===== src/rtl/score_pkg.sv =====
// -----------------------------------------------------------------------------
// score_pkg
// Shared definitions for the character-ROM scoreboard: converter FSM state
// encoding and the ASCII constants used to build each score row.
// -----------------------------------------------------------------------------
package score_pkg;

  typedef enum logic [1:0] {
    IDLE   = 2'd0,
    SHIFT  = 2'd1,
    COMMIT = 2'd2
  } state_t;

  localparam logic [6:0] CHAR_SPACE = 7'h20;
  localparam logic [6:0] CHAR_ZERO  = 7'h30;
  localparam logic [6:0] CHAR_ONE   = 7'h31;
  localparam logic [6:0] CHAR_COLON = 7'h3A;

  // Row label "score" occupies columns 0..4.
  localparam int LABEL_LEN = 5;
  localparam logic [6:0] CHAR_S = 7'h73;
  localparam logic [6:0] CHAR_C = 7'h63;
  localparam logic [6:0] CHAR_O = 7'h6F;
  localparam logic [6:0] CHAR_R = 7'h72;
  localparam logic [6:0] CHAR_E = 7'h65;

  function automatic logic [6:0] label_char(input int idx);
    case (idx)
      0:       return CHAR_S;
      1:       return CHAR_C;
      2:       return CHAR_O;
      3:       return CHAR_R;
      4:       return CHAR_E;
      default: return CHAR_SPACE;
    endcase
  endfunction

endpackage


===== src/rtl/bin2bcd.sv =====
// -----------------------------------------------------------------------------
// bin2bcd
// Iterative double-dabble converter, one bit per step.
//   clk      : clock, rising edge
//   rst      : synchronous active-high reset
//   start    : load value, clear BCD accumulator and overflow flag
//   step     : perform one add-3/shift iteration
//   value    : binary input, sampled on start
//   bcd      : DIGITS packed BCD digits, most significant digit in the top nibble
//   overflow : value did not fit in DIGITS decimal digits
// After SCORE_W steps bcd holds value mod 10**DIGITS and overflow is valid.
// -----------------------------------------------------------------------------
module bin2bcd #(
  parameter int SCORE_W = 16,
  parameter int DIGITS  = 5
) (
  input  logic                  clk,
  input  logic                  rst,
  input  logic                  start,
  input  logic                  step,
  input  logic [SCORE_W-1:0]    value,
  output logic [4*DIGITS-1:0]   bcd,
  output logic                  overflow
);

  logic [SCORE_W-1:0]  bin_q;
  logic [4*DIGITS-1:0] bcd_q;
  logic [4*DIGITS-1:0] bcd_adj;
  logic                ovf_q;

  // NOTE: every always_comb output gets a default before any conditional
  // assignment, so no path can leave it unassigned and infer a latch.
  always_comb begin
    bcd_adj = bcd_q;
    for (int d = 0; d < DIGITS; d++) begin
      if (bcd_q[4*d +: 4] >= 4'd5) bcd_adj[4*d +: 4] = bcd_q[4*d +: 4] + 4'd3;
    end
  end

  // Digits only carry upward, so truncating to DIGITS keeps the lower digits
  // exact; any 1 shifted out of the top digit means the value overflowed.
  // NOTE: state registers use non-blocking assignments so every flop samples
  // pre-edge values regardless of statement order.
  always_ff @(posedge clk) begin
    if (rst) begin
      bin_q <= '0;
      bcd_q <= '0;
      ovf_q <= 1'b0;
    end else if (start) begin
      bin_q <= value;
      bcd_q <= '0;
      ovf_q <= 1'b0;
    end else if (step) begin
      bin_q <= bin_q << 1;
      bcd_q <= {bcd_adj[4*DIGITS-2:0], bin_q[SCORE_W-1]};
      ovf_q <= ovf_q | bcd_adj[4*DIGITS-1];
    end
  end

  assign bcd      = bcd_q;
  assign overflow = ovf_q;

endmodule


===== src/rtl/char_rom_scoreboard.sv =====
// -----------------------------------------------------------------------------
// char_rom_scoreboard
// Character-cell source for a text-mode scoreboard. Each row r < NUM_PLAYERS
// reads "score<r+1>: " followed by DIGITS decimal digits; all other cells are
// spaces. Score updates are converted to BCD by an iterative double-dabble
// engine and committed atomically to the per-row digit registers.
//   clk          : clock, rising edge
//   rst          : synchronous active-high reset
//   char_xy      : cell address, [11:8] row, [7:0] column
//   char_code    : ASCII code of the cell addressed one cycle earlier
//   score_valid  : update request
//   score_player : target row of the update
//   score_value  : new binary score
//   score_ready  : converter idle; request accepted this cycle if valid
// -----------------------------------------------------------------------------
module char_rom_scoreboard
  import score_pkg::*;
#(
  parameter int NUM_PLAYERS = 2,
  parameter int DIGITS      = 5,
  parameter int SCORE_W     = 16,
  parameter int BLANK_LZ    = 1
) (
  input  logic               clk,
  input  logic               rst,
  input  logic [11:0]        char_xy,
  output logic [6:0]         char_code,
  input  logic               score_valid,
  input  logic [1:0]         score_player,
  input  logic [SCORE_W-1:0] score_value,
  output logic               score_ready
);

  localparam int CNT_W = $clog2(SCORE_W + 1);

  state_t              state;
  logic [CNT_W-1:0]    step_cnt;
  logic [1:0]          player_q;
  logic                accept;
  logic [4*DIGITS-1:0] conv_bcd;
  logic                conv_ovf;
  logic [4*DIGITS-1:0] rows [NUM_PLAYERS];

  assign accept = score_valid && score_ready;

  bin2bcd #(
    .SCORE_W (SCORE_W),
    .DIGITS  (DIGITS)
  ) u_bin2bcd (
    .clk      (clk),
    .rst      (rst),
    .start    (accept),
    .step     (state == SHIFT),
    .value    (score_value),
    .bcd      (conv_bcd),
    .overflow (conv_ovf)
  );

  // Converter FSM. score_ready is registered alongside the state so it is
  // high exactly while the FSM sits in IDLE.
  // NOTE: the digit rows are a handful of flops, not RAM, so they are cleared
  // by reset like any other register.
  always_ff @(posedge clk) begin
    if (rst) begin
      state       <= IDLE;
      score_ready <= 1'b1;
      step_cnt    <= '0;
      player_q    <= '0;
      for (int p = 0; p < NUM_PLAYERS; p++) rows[p] <= '0;
    end else begin
      case (state)
        IDLE: begin
          if (score_valid) begin
            state       <= SHIFT;
            score_ready <= 1'b0;
            step_cnt    <= '0;
            player_q    <= score_player;
          end
        end
        SHIFT: begin
          if (step_cnt == CNT_W'(SCORE_W - 1)) state <= COMMIT;
          else step_cnt <= step_cnt + 1'b1;
        end
        COMMIT: begin
          // Out-of-range players match no row and are silently dropped.
          for (int p = 0; p < NUM_PLAYERS; p++) begin
            if (player_q == 2'(p)) rows[p] <= conv_ovf ? {DIGITS{4'h9}} : conv_bcd;
          end
          state       <= IDLE;
          score_ready <= 1'b1;
        end
        default: begin
          state       <= IDLE;
          score_ready <= 1'b1;
        end
      endcase
    end
  end

  // Cell lookup.
  logic [3:0]          row;
  logic [7:0]          col;
  logic [4*DIGITS-1:0] sel_bcd;
  logic [3:0]          digit;
  logic                zero_run;
  logic [6:0]          next_char;

  assign row = char_xy[11:8];
  assign col = char_xy[7:0];

  always_comb begin
    sel_bcd   = '0;
    digit     = '0;
    zero_run  = 1'b1;
    next_char = CHAR_SPACE;
    for (int p = 0; p < NUM_PLAYERS; p++) begin
      if (row == 4'(p)) sel_bcd = rows[p];
    end
    if (row < 4'(NUM_PLAYERS)) begin
      for (int c = 0; c < LABEL_LEN; c++) begin
        if (col == 8'(c)) next_char = label_char(c);
      end
      if (col == 8'd5) next_char = CHAR_ONE + 7'(row);
      if (col == 8'd6) next_char = CHAR_COLON;
      // zero_run stays set while every digit so far, MSD first, is zero.
      for (int k = 0; k < DIGITS; k++) begin
        digit    = sel_bcd[4*(DIGITS-1-k) +: 4];
        zero_run = zero_run && (digit == 4'd0);
        if (col == 8'(8 + k)) begin
          if (BLANK_LZ != 0 && zero_run && k != DIGITS - 1) next_char = CHAR_SPACE;
          else next_char = CHAR_ZERO + 7'(digit);
        end
      end
    end
  end

  always_ff @(posedge clk) begin
    if (rst) char_code <= CHAR_SPACE;
    else     char_code <= next_char;
  end

endmodule


===== config.mk =====
export PLATFORM = sky130hd
export DESIGN_NAME = char_rom_scoreboard
export DESIGN_NICKNAME = d
export VERILOG_FILES = /design/src/rtl/score_pkg.sv /design/src/rtl/bin2bcd.sv /design/src/rtl/char_rom_scoreboard.sv
export SDC_FILE = /design/constraint.sdc
export NUM_CORES = 1
export LEC_CHECK = 0
export BUFFER_PORTS_ARGS = -buffer_cell sky130_fd_sc_hd__clkbuf_2
export CORE_ASPECT_RATIO = 0.75
export CORE_MARGIN = 2
export CORE_UTILIZATION = 37
export CTS_BUF_LIST = sky130_fd_sc_hd__clkbuf_4
export DETAILED_ROUTE_END_ITERATION = 16
export PLACE_DENSITY = 0.51
export SLEW_MARGIN = 20
export SYNTH_ARGS = -nofsm -noshare
export SYNTH_HDL_FRONTEND = slang
export SYNTH_SLANG_ARGS = --single-unit

===== constraint.sdc =====
create_clock -name clk -period 2.45 [get_ports clk]
set_input_delay 0.735 -clock clk [delete_from_list [all_inputs] [get_ports clk]]
set_output_delay 0.735 -clock clk [all_outputs]
set_load 0.01 [all_outputs]

==> metrics.csv, run 1 <==
metric;value;unit
Setup WS pre-CTS;0.09475;ns
final wirelength;10680;um
Post-DRT Antenna Nets;0;
Final TNS setup;0;ns
H-tree depth;3;
post-synthesis mux area share;0.004182;
DR iter-0 viols;300;
postcts setup bufs;0;
main combinational cell family by area after synthesis;simple AND/OR/NAND/NOR gates;
# setup viols final;0;
Die Width;135.3;um
average size of a mapped cell;9.153;um^2
Clock transition at path regs;0.14;ns
count of state elements after synthesis;94;
worst slew pin tran;0.7769;ns
fill cell count;1259;
combinational share of power;0.103;
worst min path class;reg -> reg;
area of the mapped netlist;4787;um^2
HPWL Detailed;7853;um
dpl cells;714;
hold worst-path end;u_bin2bcd.bcd[0];
worst-case clock buffer depth;2;
port buffer count;40;
hold_ws;0.4858;ns
met2 wire length;4193;um
Worst Setup Slack, final;0.5395;ns
total congestion overflow;0;
Layout Utilization;0.4328;
# IOs;41;
drt pass-1 iters;5;
via/cell ratio;5.212;
fraction of the mapped netlist area in compound gates;0.1864;
syn nets;571;
clock latency at the later pin of the worst-skew pair;0.44;ns
Slew Limit Fails;0;
Worst Clk Skew;0.01368;ns
DRC;0;
P&R area growth vs syn;12.44;%
row count;35;
hold_buf cts;0;
Hold Vio Cnt, Final;0;
Clock Sinks;94;
clock network power share;0.315;
Final #Nets;607;
CP Cell Sequence;clkbuf_2 -> inv_1 -> ha_1 -> buf_12 -> o21ai_0 -> a211oi_1 -> or3_1 -> a41oi_2;
headroom to the max-slew limit;0.4802;
dpl cell area;5221;um^2
WS Path Type;in -> reg;
internal power;2.221;mW
synth warn;0;
Tmin final;1.911;ns
WHS Path Cells;2;
pwr dens;547.6;nW/um^2
Placer Congestion;0.8765;
Post-Layout Cell Count;730;
Vias;3805;
WP data arrival;2.28;ns
DR WL/cell;14.64;um
vias in the first global route;3411;
FF-to-FF setup slack;0.67;ns
share of layout cells above drive strength 1;0.1613;
worst hold start;u_bin2bcd.bin_q[15];
CTS resizes;0;
Initial Utilization;0.3849;
fmax;523.4;MHz
DRT met1 WL;5991;um
max_cap viols;0;
adder-cell share of the synthesized area;0.03921;
Static Leak;1.933;nW
Seq pwr share;0.582;
max layer used;met4;
fin area;5383;um^2
XOR/XNOR Fraction of Synth Area;0.02744;
unrepaired setup endpoints after global routing;false;
worst vdd ir;0.2197;mV
post-synthesis sequential area ratio;0.4767;
Final period util;0.7798;
slowest CP cell;or3_1;
CP max stage delay;0.39;ns
die area;13870;um^2
Sw Ratio;0.2465;
switching pwr;0.7264;mW
Clock Tree Root;clkbuf_4;
CTS tree;done;
global-route wire length before repair;17540;um
Global Route Usage Sum;0.1628;
met3 routed WL;421;um
initial antenna violation count;0;
Simple-Gate Fraction of Synth Area;0.2243;
diode count;0;
Total Power;2.947;mW
status;finished clean;
crit path capture type;flop;
synth unique cells;58;
most used flip-flop cell after synthesis;dfxtp_1;
number of CTS-inserted buffers;9;
Critical Path RT;2.82;ns
Post-synth EDFFs;40;
r2r worst-path depth;4;
R2R Path Start;state[0];
Die Ht;102.5;um
reg2reg end;rows[0][31];
crit path max fanout;46;
asr flop ratio synth;0;
largest net degree at the start of global routing;47;
CP startpoint kind;input port;
Synth Instances;523;
Core Box Area;12440;um^2
## cell type report
| type | count | area (um^2) | share of cell area |
|---|---|---|---|
| multi-input cells | 382 | 2315 | 0.4300 |
| flip-flops and latches | 94 | 2282 | 0.4240 |
| repair buffers | 59 | 367.9 | 0.06834 |
| well taps | 166 | 207.7 | 0.03859 |
| clock inverters | 6 | 86.33 | 0.01604 |
| clock buffers | 10 | 75.07 | 0.01395 |
| inverters | 13 | 48.80 | 0.009066 |
## cells by family after synthesis
kind of cell,Yosys count
xor+xnor,15
buf+inv,47
compound gates,135
other cells,1
mux,2
simple gates,214
flops,94
fa+ha+maj,15
## how the worst max path moves through the flow
| stage | startpoint | to | slack (ns) | cells past startpoint |
|---|---|---|---|---|
| 2_1_floorplan | rst | rows[0][0] | 0.19 | 3 |
| 3_3_place_gp | char_xy[9] | char_code[3] | 0.13 | 8 |
| 3_5_place_dp | char_xy[9] | char_code[3] | 0.09 | 8 |
| 4_1_cts | char_xy[9] | char_code[3] | 0.58 | 8 |
| 5_1_grt | char_xy[9] | char_code[3] | 0.43 | 9 |
| 6_report | char_xy[9] | char_code[3] | 0.54 | 8 |
## power groups by stage
stage,Combinational [mW],Clock (mW),Sequential (mW)
detailed placement,0.305,0,1.75
finish,0.303,0.930,1.72
global route,0.343,1.04,1.72
global placement,0.302,0,1.75
CTS,0.306,0.966,1.72
floorplan,0.199,0,1.74
## cell usage after synthesis, types with 11 or more instances
library cell   n  share of area
ha_1          15          0.039
dfxtp_1       54           0.23
o21a_1        11          0.017
a311oi_1      16          0.029
nand3_1       12          0.013
a21oi_1       40          0.042
nand2_1       82          0.064
nor3_1        12          0.013
clkbuf_1      24          0.019
inv_1         13          0.010
nor2_1        46          0.036
edfxtp_1      40           0.25
o21ai_0       29          0.030
nand2b_1      11          0.014
## state kept, by name (all words and copies together), names as in the netlist
| signal | flops |
|---|---|
| player_q | 2 |
| score_ready | 1 |
| step_cnt | 5 |
| state | 2 |
| rows | 40 |
| char_code | 7 |
| u_bin2bcd.overflow | 1 |
| u_bin2bcd.bin_q | 16 |
| u_bin2bcd.bcd | 20 |
## critical path, delay by kind of cell
kind                     cells  cell delay [ns]
adder cells (fa/ha/maj)      1             0.21
AND/OR/NAND/NOR              1             0.39
buffers and inverters        3             0.35
AO/OA/AOI/OAI                3             0.59
## per-layer routing
| metal | up-vias | GRT usage |
|---|---|---|
| met5 | - | 0 |
| met4 | 0 | 0.03285 |
| met3 | 5 | 0.04621 |
| met2 | 64 | 0.2218 |
| met1 | 1791 | 0.2543 |
| li1 | 1945 | - |
## cell usage in the layout (no fill, tap or decap), types with 8 or more instances in the layout
cell type / n
nand2_1: 82
dfxtp_1: 54
nor2_1: 46
a21oi_1: 40
clkbuf_2: 40
edfxtp_1: 40
o21ai_0: 29
buf_4: 17
a311oi_1: 16
ha_1: 15
inv_1: 13
nor3_1: 12
nand3_1: 12
o21a_1: 11
nand2b_1: 11
clkbuf_4: 10
and2_1: 9
nor4_1: 9
xor2_1: 8
No activity file was read; power rests on OpenSTA's default activity.
==> inputs of run 2 (changes only) <==
--- a/config.mk
+++ b/config.mk
@@ -5,6 +5,7 @@
 export SDC_FILE = /design/constraint.sdc
 export NUM_CORES = 1
 export LEC_CHECK = 0
+export ABC_AREA = 1
 export BUFFER_PORTS_ARGS = -buffer_cell sky130_fd_sc_hd__clkbuf_2
 export CORE_ASPECT_RATIO = 0.75
 export CORE_MARGIN = 2
==> constraint.sdc (replaced) <==
create_clock -name clk -period 1.8 [get_ports clk]
set_input_delay 0.54 -clock clk [delete_from_list [all_inputs] [get_ports clk]]
set_output_delay 0.54 -clock clk [all_outputs]
set_load 0.01 [all_outputs]
==> metrics.csv, run 2 <==
metric;value;unit;change
reg2reg end;step_cnt[4];;was rows[0][31]
count of state elements after synthesis;94;;unchanged
Die Ht;101.7;um;was 102.5 um
DR WL/cell;13.36;um;was 14.64 um
Final #Nets;697;;was 607
Clock Tree Root;clkbuf_4;;unchanged
Setup WS pre-CTS;-0.09359;ns;was 0.09475 ns
initial antenna violation count;0;;unchanged
Global Route Usage Sum;0.1693;;was 0.1628
top cells by count, synth;nand2_1 (111), nor2_1 (68), inv_1 (63);;was nand2_1 (82), dfxtp_1 (54), nor2_1 (46)
Initial Utilization;0.3817;;was 0.3849
H-tree depth;3;;unchanged
DRC;0;;unchanged
WS Path Type;reg -> reg;;was in -> reg
Final period util;0.9367;;
synth warn;0;;unchanged
top post-synthesis cells by area;edfxtp_1 (25%), dfxtp_1 (23%), nand2_1 (8.8%);;was edfxtp_1 (25%), dfxtp_1 (23%), nand2_1 (6.4%)
Clock Sinks;94;;unchanged
pwr dens;707.4;nW/um^2;was 547.6 nW/um^2
row count;35;;unchanged
Simple-Gate Fraction of Synth Area;0.2426;;was 0.2243
commonest cells after routing, fill and taps aside;nand2_1 (110), nor2_1 (67), inv_1 (63);;was nand2_1 (82), dfxtp_1 (54), nor2_1 (46)
Largest register FFs;40;;unchanged
syn nets;630;;was 571
status;finished clean;;unchanged
Static Leak;2.437;nW;was 1.933 nW
fraction of the mapped netlist area in compound gates;0.1282;;was 0.1864
global-route wire length before repair;18290;um;was 17540 um
diode count;0;;unchanged
Post-DRT Antenna Nets;0;;unchanged
r2r worst-path depth;10;;was 4
max_cap viols;0;;unchanged
Sw Ratio;0.2783;;was 0.2465
CP startpoint kind;flop;;was input port
Slew Limit Fails;0;;unchanged
drt pass-1 iters;5;;unchanged
area of the mapped netlist;4713;um^2;was 4787 um^2
hold worst-path end;player_q[0];;was u_bin2bcd.bcd[0]
R2R Path Start;step_cnt[1];;was state[0]
Vias;3983;;was 3805
FF-to-FF setup slack;0.11;ns;was 0.67 ns
vias in the first global route;3820;;was 3411
Yosys top cell by area;edfxtp_1;;unchanged
synth unique cells;34;;was 58
Critical Path RT;2.16;ns;was 2.82 ns
adder-cell share of the synthesized area;0.03982;;was 0.03921
worst vdd ir;0.3271;mV;was 0.2197 mV
most frequent cell after synthesis;nand2_1;;unchanged
# IOs;41;;unchanged
WHS Path Cells;3;;was 2
average size of a mapped cell;8.098;um^2;was 9.153 um^2
most common cell after layout, fill and taps aside;nand2_1;;unchanged
asr flop ratio synth;0;;unchanged
CP max stage delay;0.37;ns;was 0.39 ns
Core Box Area;12350;um^2;was 12440 um^2
fill cell count;1300;;was 1259
via/cell ratio;4.857;;was 5.212
HPWL Detailed;8227;um;was 7853 um
Seq pwr share;0.610;;was 0.582
combinational share of power;0.118;;was 0.103
CTS tree;done;;unchanged
worst min path class;in -> reg;;was reg -> reg
post-synthesis mux area share;0;;was 0.004182
Die Width;134.3;um;was 135.3 um
final wirelength;10960;um;was 10680 um
Synth top area share;0.2548;;was 0.2509
crit path capture type;flop;;unchanged
Total Power;3.857;mW;was 2.947 mW
# setup viols final;0;;unchanged
clock network power share;0.272;;was 0.315
main combinational cell family by area after synthesis;simple AND/OR/NAND/NOR gates;;unchanged
Post-Layout Cell Count;820;;was 730
Worst Clk Skew;0.01284;ns;was 0.01368 ns
worst-case clock buffer depth;2;;unchanged
CP Cell Sequence;ha_1 -> inv_1 -> nor3_2 -> ha_2 -> nor2_4 -> nor2_4 -> buf_4 -> nor4_1 -> a31oi_1 -> inv_1;;was clkbuf_2 -> inv_1 -> ha_1 -> buf_12 -> o21ai_0 -> a211oi_1 -> or3_1 -> a41oi_2
fmax;593.1;MHz;
Post-synth EDFFs;40;;unchanged
post-synthesis sequential area ratio;0.4842;;was 0.4767
total congestion overflow;0;;unchanged
dpl cells;804;;was 714
clock latency at the later pin of the worst-skew pair;0.45;ns;was 0.44 ns
Layout Utilization;0.4415;;was 0.4328
Hold Vio Cnt, Final;0;;unchanged
number of CTS-inserted buffers;9;;unchanged
Tmin final;1.686;ns;
share of layout cells above drive strength 1;0.1942;;was 0.1613
crit path max fanout;3;;was 46
worst hold start;score_player[0];;was u_bin2bcd.bin_q[15]
port buffer count;40;;unchanged
Clock transition at path regs;0.15;ns;was 0.14 ns
WP data arrival;2.05;ns;was 2.28 ns
XOR/XNOR Fraction of Synth Area;0.02230;;was 0.02744
Worst Setup Slack, final;0.1139;ns;was 0.5395 ns
die area;13670;um^2;was 13870 um^2
largest net degree at the start of global routing;32;;was 47
Largest Register;rows;;unchanged
Synth Instances;582;;was 523
P&R area growth vs syn;15.69;%;was 12.44%
Placer Congestion;0.8924;;was 0.8765
worst slew pin tran;0.6554;ns;was 0.7769 ns
internal power;2.784;mW;was 2.221 mW
slowest CP cell;dfxtp_1;;was or3_1
DR iter-0 viols;216;;was 300
headroom to the max-slew limit;0.5614;;was 0.4802
Final TNS setup;0;ns;unchanged
most used flip-flop cell after synthesis;dfxtp_1;;unchanged
switching pwr;1.073;mW;was 0.7264 mW
-- run 2: cell type report --
| class | count | area (um^2) | share of cell area |
|---|---|---|---|
| clock inverter | 6 | 46.29 | 0.008490 |
| sequential | 94 | 2283 | 0.4188 |
| clock buffer | 10 | 75.07 | 0.01377 |
| multi-input combinational | 394 | 2088 | 0.3830 |
| timing repair buffer | 77 | 478.0 | 0.08765 |
| tap | 166 | 207.7 | 0.03809 |
| inverter | 73 | 274.0 | 0.05025 |
-- run 2: per-stage QoR --
stage	area (um^2)	hold slack (ns)
floorplan	4732	0.4352
global placement	5305	0.4518
detailed placement	5305	0.4662
CTS	5434	0.2801
global route	5453	0.2769
finish	5453	0.3100
-- run 2: kinds of logic after synthesis --
| kind of cell | after synthesis |
|---|---|
| xor gates and xnor gates | 12 |
| buffers and inverters | 94 |
| and+or+nand+nor | 262 |
| adders and majority gates | 15 |
| AOI/OAI and AO/OA | 104 |
| DFF | 94 |
| other | 1 |
-- run 2: worst max-delay path, delay by kind of cell, from the launching register on --
kind                     cells  cell delay, ns
AO/OA/AOI/OAI                1            0.14
adder cells (fa/ha/maj)      2            0.44
buffers and inverters        3            0.26
flip-flops                   1            0.37
AND/OR/NAND/NOR              4            0.39
-- run 2: worst max-delay path by stage --
stage	start	to	slack (ns)	depth (start not counted)
after global routing	step_cnt[1]	step_cnt[4]	-0.002	10
after detailed placement	char_xy[8]	char_code[3]	-0.09	11
final	step_cnt[1]	step_cnt[4]	0.11	10
after CTS	step_cnt[0]	step_cnt[4]	0.04	10
after global placement	char_xy[8]	char_code[3]	-0.08	11
after floorplan	rst	rows[0][0]	0.001	4
-- run 2: timing repair --
| item | CTS | global route |
|---|---|---|
| gates cloned | 0 | 0 |
| pin swaps | 0 | 1 |
| setup endpoints to repair | 5 | 14 |
| hold buffers | 0 | 0 |
| resized for setup | 2 | 5 |
| setup buffers | 0 | 0 |
-- run 2: layer usage --
metal  vias to the layer above  track usage  wire length, um
met4                         0      0.03644               80
met2                        73       0.2598             4630
met5                         -            0                0
li1                       2069            -                -
met3                         6      0.04404              459
met1                      1835       0.2419             5788
-- run 2: power by group through the flow --
stage | Clock, mW | Sequential (mW) | Combinational (mW)
2_1_floorplan | 0 | 2.39 | 0.284
3_3_place_gp | 0 | 2.40 | 0.441
3_5_place_dp | 0 | 2.40 | 0.450
4_1_cts | 1.10 | 2.35 | 0.454
5_1_grt | 1.21 | 2.37 | 0.512
6_report | 1.05 | 2.35 | 0.454
==> inputs of run 3 (changes only) <==
==> constraint.sdc (replaced) <==
create_clock -name clk -period 1.9 [get_ports clk]
set_input_delay 0.57 -clock clk [delete_from_list [all_inputs] [get_ports clk]]
set_output_delay 0.57 -clock clk [all_outputs]
set_load 0.01 [all_outputs]
==> metrics.csv, run 3 (synthesis gave the netlist of run 2 again) <==
metric;value;unit;change
Vias;3889;;was 3983
Reg area;2282;um^2;was 2283 um^2
worst setup path start;step_cnt[1];;unchanged
diode count;0;;unchanged
Slew Limit Fails;0;;unchanged
Final TNS setup;0;ns;unchanged
Crit path depth;10;;unchanged
FF-to-FF setup slack;0.14;ns;was 0.11 ns
footprint of the multi-input gates;2053;um^2;was 2088 um^2
# IOs;41;;unchanged
Die Width;134.3;um;unchanged
total congestion overflow;0;;unchanged
hold_ws;0.3507;ns;was 0.3100 ns
Most Frequent Cell on Critical Path;nor2_2;;
Hold Vio Cnt, Final;0;;unchanged
initial antenna violation count;0;;unchanged
R2R Path Start;step_cnt[1];;unchanged
fin area;5405;um^2;was 5453 um^2
Total Power;3.890;mW;was 3.857 mW
vias in the first global route;3680;;was 3820
headroom to the max-slew limit;0.6676;;was 0.5614
Largest register FFs;40;;unchanged
max_cap viols;0;;unchanged
Static Leak;2.406;nW;was 2.437 nW
die area;13670;um^2;unchanged
DR iter-0 viols;189;;was 216
CP Cell Sequence;ha_1 -> inv_1 -> nor3_1 -> ha_1 -> nor2_2 -> nor2_2 -> nor2_2 -> nand3_1 -> xor2_1 -> nor3_1;;was ha_1 -> inv_1 -> nor3_2 -> ha_2 -> nor2_4 -> nor2_4 -> buf_4 -> nor4_1 -> a31oi_1 -> inv_1
slowest CP cell;dfxtp_1;;unchanged
CP startpoint kind;flop;;unchanged
# setup viols final;0;;unchanged
share of layout cells above drive strength 1;0.1742;;was 0.1942
Largest Register;rows;;unchanged
r2r worst-path depth;10;;unchanged
WHS Path Cells;3;;unchanged
reg2reg end;step_cnt[3];;was step_cnt[4]
DR WL/cell;13.31;um;was 13.36 um
worst vdd ir;0.4101;mV;was 0.3271 mV
row count;35;;unchanged
Critical Path RT;2.24;ns;was 2.16 ns
Initial Utilization;0.3817;;unchanged
cell family with most CP delay;simple AND/OR/NAND/NOR gates;;was adder cells
final wirelength;10770;um;was 10960 um
Post-DRT Antenna Nets;0;;unchanged
crit path max fanout;4;;was 3
unrepaired setup endpoints after global routing;true;;
Global Route Usage Sum;0.1653;;was 0.1693
commonest cells after routing, fill and taps aside;nand2_1 (110), nor2_1 (67), inv_1 (63);;unchanged
CP max stage delay;0.39;ns;was 0.37 ns
pwr dens;719.7;nW/um^2;was 707.4 nW/um^2
CP Capture Point;step_cnt[3];;was step_cnt[4]
status;finished clean;;unchanged
global-route wire length before repair;17770;um;was 18290 um
Clock Sinks;94;;unchanged
WS Path Type;reg -> reg;;unchanged
worst min path class;in -> reg;;unchanged
WP data arrival;2.10;ns;was 2.05 ns
Clock transition at path regs;0.15;ns;about the same
dpl cell area;5235;um^2;was 5305 um^2
port buffer count;40;;unchanged
Die Ht;101.7;um;unchanged
via/cell ratio;4.807;;was 4.857
fmax;568.6;MHz;was 593.1 MHz
H-tree depth;3;;unchanged
CTS tree;done;;unchanged
Placer Congestion;0.8732;;was 0.8924
buffer and inverter count on the worst path;1;;was 3
largest net degree at the start of global routing;47;;was 32
Final period util;0.9256;;was 0.9367
HPWL Detailed;8028;um;was 8227 um
Tmin final;1.759;ns;was 1.686 ns
worst-case clock buffer depth;2;;unchanged
clock latency at the later pin of the worst-skew pair;0.45;ns;about the same
worst slew pin tran;0.4973;ns;was 0.6554 ns
drt pass-1 iters;4;;was 5
number of CTS-inserted buffers;9;;unchanged
Clock Tree Root;clkbuf_4;;unchanged
most common cell after layout, fill and taps aside;nand2_1;;unchanged
fill cell count;1272;;was 1300
Worst Clk Skew;0.02806;ns;was 0.01284 ns
DRC;0;;unchanged
P&R area growth vs syn;14.68;%;was 15.69%
crit path capture type;flop;;unchanged
Final #Nets;686;;was 697
hold_buf cts;0;;unchanged
Core Box Area;12350;um^2;unchanged
==> run 3: worst min-delay path by stage <==
stage | start | endpoint | slack (ns)
floorplan | step_cnt[2] | step_cnt[2] | 0.44
global placement | step_cnt[2] | step_cnt[2] | 0.45
detailed placement | step_cnt[2] | step_cnt[2] | 0.46
CTS | score_player[0] | player_q[0] | 0.31
global route | score_player[0] | player_q[0] | 0.31
finish | score_player[0] | player_q[0] | 0.35
==> run 3: area by class of cell <==
type,count,area share
Inverter,73,0.05069
Multi-Input combinational cell,394,0.3799
Clock buffer,10,0.01389
Timing Repair Buffer,66,0.07778
Tap cell,166,0.03843
Sequential cell,94,0.4222
Clock inverter,6,0.01713
==> run 3: repair_timing <==
action | CTS | global route
endpoints found under the hold margin | 0 | 0
resized for setup | 0 | 1
endpoints found under the setup margin | 0 | 3
buffers inserted | 0 | 0
==> run 3: stage by stage <==
stage / util / cells / setup slack, ns
detailed placement: 0.4239 / 793 / -0.009804
finish: 0.4377 / 809 / 0.1414
CTS: 0.4375 / 809 / 0.04164
global placement: 0.4239 / 793 / 0.009642
global route: 0.4377 / 809 / -0.01110
floorplan: - / 582 / 0.01797
==> run 3: power breakdown <==
part	switching, mW	internal, mW	total, mW
registers	0.0433	2.18	2.23
clock network	0.692	0.558	1.25
logic	0.263	0.150	0.413
total	0.998	2.89	3.89
==> run 3: worst min-delay path: stages <==
cell      delay [ns]
clkbuf_2        0.07
nor2_1          0.03
nor2_1          0.08
==> run 3: routing by layer <==
metal,global-route usage,share of wire,up-vias
met5,0,0,-
met4,0.04291,0.0078,0
met3,0.03704,0.041,6
met2,0.2476,0.42,58
met1,0.2417,0.53,1781
li1,-,-,2044
